$ cat config.mk
export PLATFORM = sky130hd
export DESIGN_NAME = pc_unit
export DESIGN_NICKNAME = d
export VERILOG_FILES = /design/src/rtl/pc_unit.sv
export SDC_FILE = /design/constraint.sdc
export NUM_CORES = 1
export LEC_CHECK = 0
export CORE_AREA = 4 4 116 118
export CTS_CLUSTER_DIAMETER = 80
export DETAILED_ROUTE_END_ITERATION = 8
export DIE_AREA = 0 0 120 122
export DONT_BUFFER_PORTS = 1
export PLACE_DENSITY = 0.51
export SYNTH_ARGS = -nofsm -noshare
export SYNTH_HDL_FRONTEND = slang
export SYNTH_SLANG_ARGS = --single-unit
export TNS_END_PERCENT = 50
$ cat constraint.sdc
create_clock -name clk -period 2.45 [get_ports clk]
set_input_delay 0.245 -clock clk [delete_from_list [all_inputs] [get_ports clk]]
set_output_delay 0.245 -clock clk [all_outputs]
set_load 0.01 [all_outputs]
$ cat src/rtl/pc_unit.sv
// Program-counter unit: N-way source select, registered PC with conditional write,
// and an exception redirect sequencer that fetches the handler address from memory.
module pc_unit #(
    parameter int unsigned       WIDTH        = 32,
    parameter int unsigned       NSRC         = 5,
    parameter int unsigned       SELW         = 3,
    parameter logic [WIDTH-1:0]  RESET_VECTOR = '0,
    parameter int unsigned       EXC_BASE     = 253,
    parameter int unsigned       MEM_LAT      = 1
) (
    input  logic                  clk,
    input  logic                  reset,
    input  logic [SELW-1:0]       src_sel,
    input  logic [NSRC*WIDTH-1:0] src_data,
    input  logic                  pc_write,
    input  logic                  pc_write_cond,
    input  logic                  cond_flag,
    input  logic                  exc_req,
    input  logic [1:0]            exc_code,
    input  logic [WIDTH-1:0]      mem_rdata,
    output logic [WIDTH-1:0]      pc,
    output logic [WIDTH-1:0]      epc,
    output logic [WIDTH-1:0]      exc_addr,
    output logic                  exc_mem_rd,
    output logic                  busy,
    output logic                  exc_ack,
    output logic                  illegal_sel
);

    localparam int unsigned CW = (MEM_LAT > 1) ? $clog2(MEM_LAT + 1) : 1;

    typedef enum logic {StIdle, StExcRd} state_t;

    state_t           state_q, state_d;
    logic [WIDTH-1:0] pc_q, pc_d;
    logic [WIDTH-1:0] epc_q, epc_d;
    logic [WIDTH-1:0] addr_q, addr_d;
    logic [CW-1:0]    cnt_q, cnt_d;
    logic             ack_q, ack_d;
    logic             ill_q, ill_d;

    logic             load;
    logic             sel_ok;
    logic [WIDTH-1:0] sel_data;

    assign load   = pc_write | (pc_write_cond & cond_flag);
    assign sel_ok = 32'(src_sel) < NSRC;

    // Loop mux keeps out-of-range selects from indexing past src_data.
    always_comb begin
        sel_data = '0;
        for (int unsigned i = 0; i < NSRC; i++) begin
            if (32'(src_sel) == i) sel_data = src_data[i*WIDTH +: WIDTH];
        end
    end

    always_comb begin
        state_d = state_q;
        pc_d    = pc_q;
        epc_d   = epc_q;
        addr_d  = addr_q;
        cnt_d   = cnt_q;
        ack_d   = 1'b0;
        ill_d   = 1'b0;
        unique case (state_q)
            StIdle: begin
                if (exc_req) begin
                    epc_d   = pc_q - WIDTH'(4);
                    addr_d  = WIDTH'(EXC_BASE) + WIDTH'(exc_code);
                    cnt_d   = CW'(MEM_LAT);
                    state_d = StExcRd;
                end else if (load) begin
                    if (sel_ok) pc_d = sel_data;
                    else        ill_d = 1'b1;
                end
            end
            StExcRd: begin
                cnt_d = cnt_q - CW'(1);
                if (cnt_q == CW'(1)) begin
                    pc_d    = mem_rdata;
                    ack_d   = 1'b1;
                    state_d = StIdle;
                end
            end
            default: state_d = StIdle;
        endcase
    end

    always_ff @(posedge clk or posedge reset) begin
        if (reset) begin
            state_q <= StIdle;
            pc_q    <= RESET_VECTOR;
            epc_q   <= '0;
            addr_q  <= '0;
            cnt_q   <= '0;
            ack_q   <= 1'b0;
            ill_q   <= 1'b0;
        end else begin
            state_q <= state_d;
            pc_q    <= pc_d;
            epc_q   <= epc_d;
            addr_q  <= addr_d;
            cnt_q   <= cnt_d;
            ack_q   <= ack_d;
            ill_q   <= ill_d;
        end
    end

    // Decoded from state so reset drops them asynchronously.
    assign busy        = (state_q == StExcRd);
    assign exc_mem_rd  = (state_q == StExcRd);
    assign pc          = pc_q;
    assign epc         = epc_q;
    assign exc_addr    = addr_q;
    assign exc_ack     = ack_q;
    assign illegal_sel = ill_q;

endmodule

======== After elaboration in Yosys (flattened, before gate mapping) ========
Index checks and enable logic that the tools add are counted.
W data, S select, Z words.
storage, ports and cells
  flip-flop bits (word level) ............. 100
  input port bits ......................... 203
  word-level logic and storage cells ...... 47
cells by class
  $add $sub $neg .......................... 3
  $lt $le $gt $ge ......................... 1
  eq/ne operators ......................... 9
  muxes and demuxes ....................... 21
  bitwise gates (word level) .............. 3
  reductions and logical operators ........ 3
operators with widths
  operator                 number
  $mux W32                 9
  $pmux W32 S2             1
  $sub A32 B3 Y32 const B  1
  $add A8 B2 Y9 const A    1
  $mux W1                  9
  $ne A2 B2 Y1 const B     4
  $eq A3 B2 Y1 const B     2
  $pmux W1 S2              2
  $reduce_and A4 Y1        1
  $eq A3 B1 Y1 const B     1
  $eq A3 B3 Y1 const B     1
  $logic_not A3 Y1         1
  $lt A3 B3 Y1 const B     1
  $ne A2 B1 Y1 const B     1
  $reduce_and A2 Y1        1
  $and A1 B1 Y1            1
  $not A1 Y1               1
  $or A1 B1 Y1             1
  $sub A1 B1 Y1 const B    1

======== Logic depth before layout (Yosys ltp) ========
  word-level depth ........................ 10
  mapped depth ............................ 6
  depth with buffers taken out ............ 6

======== Worst setup path before layout ========
Ideal clock, no wire load.
  kind .................................... register to register
  start point ............................. reg pc_q[2] (netlist: pc[2])
  end point ............................... reg epc_q[24] (netlist: epc[24])
  setup time .............................. 0.082 ns
  arrival time ............................ 1.864 ns
  setup slack ............................. 0.504 ns
  cell stages (with the launch flop) ...... 7
  clock period less this slack ............ 1.946 ns
  cells stage by stage .................... dfrtp_1 > inv_1 > ha_1 > nor4b_2 > nand4_1 > or4_1 > a31oi_1
on the way
  longest elaborated chain between the ends .. 1
ends and longest elaborated chain
  item                    RTL line  text
  from (decl)             35        logic [WIDTH-1:0] pc_q, pc_d;
  from (signal assigned)  100       pc_q <= pc_d;
  $sub A32 B3 Y32         68        epc_d = pc_q - WIDTH'(4);
  to (signal assigned)    101       epc_q <= epc_d;
  to (decl)               36        logic [WIDTH-1:0] epc_q, epc_d;
Every way passes these cells.
A chain may end at the register's enable or synchronous reset.

======== Final worst setup path ========
  start point ............................. reg pc_q[4] (netlist: pc[4])
  end point ............................... reg epc_q[29] (netlist: epc[29])
The elaborated chain is that of the path after synthesis.

==> impl_metrics.toml <==
[clock_tree]
insertion_delay_ns = 0.34
clk_pin_slew_worst_paths_ns = 0.06
htreeDepth = 3
cts_tree = "built"
clockBufferDepth = 2
clock-root-buffer = "clkbuf_16"
clock_sinks = 72
cts_buffers = 9
post_cts_buffers = 0

[routing]
drc = 0
drtPass1Iterations = 4
postRouteAntennaNets = 0
drt_iter0_drc = 260
wl_um = 16640
num_vias = 3878
wl_per_cell_um = 25.61
via_per_inst = 5.966

[power]
clock_power_share_pct = 19.9
p_seq_share_pct = 43.4
p_per_area_nw_per_um2 = 1271
leakagePower_nw = 1.988
p_int_mw = 3.685
combPwrFrac_pct = 36.7
finalPower_mw = 6.691
switching_power_mw = 3.006
p_sw_share_pct = 44.93
vdd_drop_max_mv = 0.3587

[setup_path]
crit_path_max_fanout = 11
cp_cell_sequence = "nor4_4, nand2_1, or4_1, a31oi_1"
r2r-start = "pc[4]"
crit_slowest_cell = "or4_1"
startpoint = "pc[4]"
slowest_delay_ns = 0.57
worstReg2RegEnd = "epc[29]"
r2r.worst_path.cells = 4
crit_type = "flop to flop"
crit_buf_inv = 0
cp-endpoint = "epc[29]"
end_kind = "flop"
crit_cells = 4
critPathTopFamily = "simple AND/OR/NAND/NOR gates"
critPathLaunchType = "flop"
cp.required_ns = 2.71
ff2ff_setup_slack_ns = 0.28
critPathArrivalTime_ns = 2.43

[run_status]
status = "finished, final reports clean"

[place]
dp.cells = 631
gp_congestion = 0.9021
port_buffers = 0
dpl.hpwl_um = 13910
dp_slack_ns = 0.2905

[finish]
drive_above_1_share_pct = 16.60
area_growth_pct = 8.760
stdcell_count = 650
fin_nets = 676

[floorplan]
placementRows = 41
io_pins = 303
dieHeight_um = 122
core_sq_um = 12470
fp.dieW_um = 120
die_area_sq_um = 14640
start_util_pct = 38.84

[logic_synthesis]
postSynthAreaPerCell_sq_um = 9.963
ys_seq_elements = 72
syn_area_sq_um = 4842
synthCells = 486
ys_seq_area_share_pct = 37.21
ys_types = 38
synth.yosys.warnings = 0

[timing]
finalSetupViolCount = 0
max_freq_mhz = 459.9
skew_ns = 0.005373
setup_tns_ns = 0
fin_crit_ns = 2.174
drv_slew = 0
slew_headroom_pct = 62.79
post-route-period-util_pct = 88.74
rsz0062_at_grt = "no"
tightest_slew_ns = 0.5581
setup_slack_ns = 0.2758
hold_violations = 0

[flow_run]
cap_violations = 0

[global_routing]
antenna_found_initial = 4
first_global_vias = 3804
grtUsageTotal_pct = 22.12
grt_overflow_total = 0
grt_max_degree = 38
grt_pass1_wl_um = 24300

[hold_path]
min_from = "exc_code[0]"
hp-class = "primary input to flop"
Yosys cell counts (all sizes together):
cell type	number	area (sq um)
a21o	1	7.510
a221oi	33	289.0
a31oi	17	106.4
and2	2	12.52
and3	1	6.260
buf	39	270.3
clkbuf	30	112.6
conb	1	3.750
dfrtp	72	1802
ha	2	25.02
inv	4	15.01
mux4	32	720.7
nand2	66	247.7
nand2b	1	6.260
nand3	5	25.02
nand3b	3	22.52
nand4	6	43.79
nand4b	3	26.28
nor2	28	105.1
nor2b	33	206.5
nor3	5	30.03
nor4	4	70.07
nor4b	1	15.01
o21a	1	7.510
o21ai	22	110.1
o31ai	41	307.8
or2	2	12.51
or3	9	56.30
or4	11	82.58
xnor2	2	17.52
xor2	9	78.83
kinds of logic after synthesis:
kind of cell	share of synthesized area, %
AO/OA/AOI/OAI	17.11
XOR/XNOR	1.990
adder cells (fa/ha/maj)	0.5167
buffers and inverters	8.217
flip-flops	37.21
multiplexers	14.88
other	0.07745
AND/OR/NAND/NOR	20.00
placed cells by master, fill, tap and decap left out, types with 5 or more instances in the layout:
master     instances
mux4_2            32
nand3_1            5
nor2_1            28
nor2b_1           32
xor2_1             9
a221oi_1          33
or3_1              9
a31oi_1           16
buf_4             19
conb_1            23
nand4_1            5
dfrtp_1           71
o21ai_0           22
o31ai_1           41
nand2_1           66
or4_1             11
clkbuf_16          9
flip-flops by register name, summed over array words and instances (netlist names):
| name | cells |
|---|---|
| cnt_q | 1 |
| epc | 32 |
| busy | 1 |
| pc | 32 |
| illegal_sel | 1 |
| exc_addr | 4 |
| exc_ack | 1 |
worst min-delay path by stage:
stage	end	slack (ns)	depth (start not counted)
after floorplan	exc_addr[0]	0.36	1
after global placement	epc[1]	0.18	1
after detailed placement	epc[0]	0.18	1
after CTS	exc_addr[0]	0.02	1
after global routing	exc_addr[0]	0.02	1
final	exc_addr[0]	0.03	1
cell type report:
| cell class | count | area, sq um |
|---|---|---|
| Sequential cell | 72 | 1803 |
| Inverter | 4 | 16.27 |
| Fill cell | 1210 | 7199 |
| Multi-Input combinational cell | 363 | 2748 |
| Timing Repair Buffer | 21 | 172.7 |
| Tap cell | 172 | 215.2 |
| Antenna cell | 2 | 5.005 |
| Clock inverter | 6 | 67.56 |
| Clock buffer | 10 | 239.0 |
through the flow:
step                      cell area, sq um  hold WS (ns)  util (%)
after floorplan                       4925        0.3567         -
after CTS                             5261       0.02142     42.21
after global placement                4945        0.1798     39.67
final                                 5266       0.03147     42.25
after global routing                  5266       0.01953     42.25
after detailed placement              4945        0.1786     39.67
what timing repair did:
item / CTS / global route
setup endpoints to repair: 0 / 0
resized for setup: 0 / 0
hold buffers: 1 / 0
endpoints found under the hold margin: 27 / 0
power groups by stage:
stage / sequential (mW) / combinational [mW] / clock [mW]
floorplan: 2.58 / 2.01 / 0
global placement: 2.91 / 2.44 / 0
detailed placement: 2.94 / 2.48 / 0
CTS: 2.91 / 2.48 / 1.37
global route: 3.00 / 2.79 / 1.42
finish: 2.90 / 2.46 / 1.33
metal layers:
metal | global-route usage [%] | wire length (um)
met5 | 0 | 13
met4 | 7.015 | 301
met3 | 7.149 | 1595
met2 | 34.46 | 7956
met1 | 29.41 | 6778
Power figures use the tool's default switching activity.
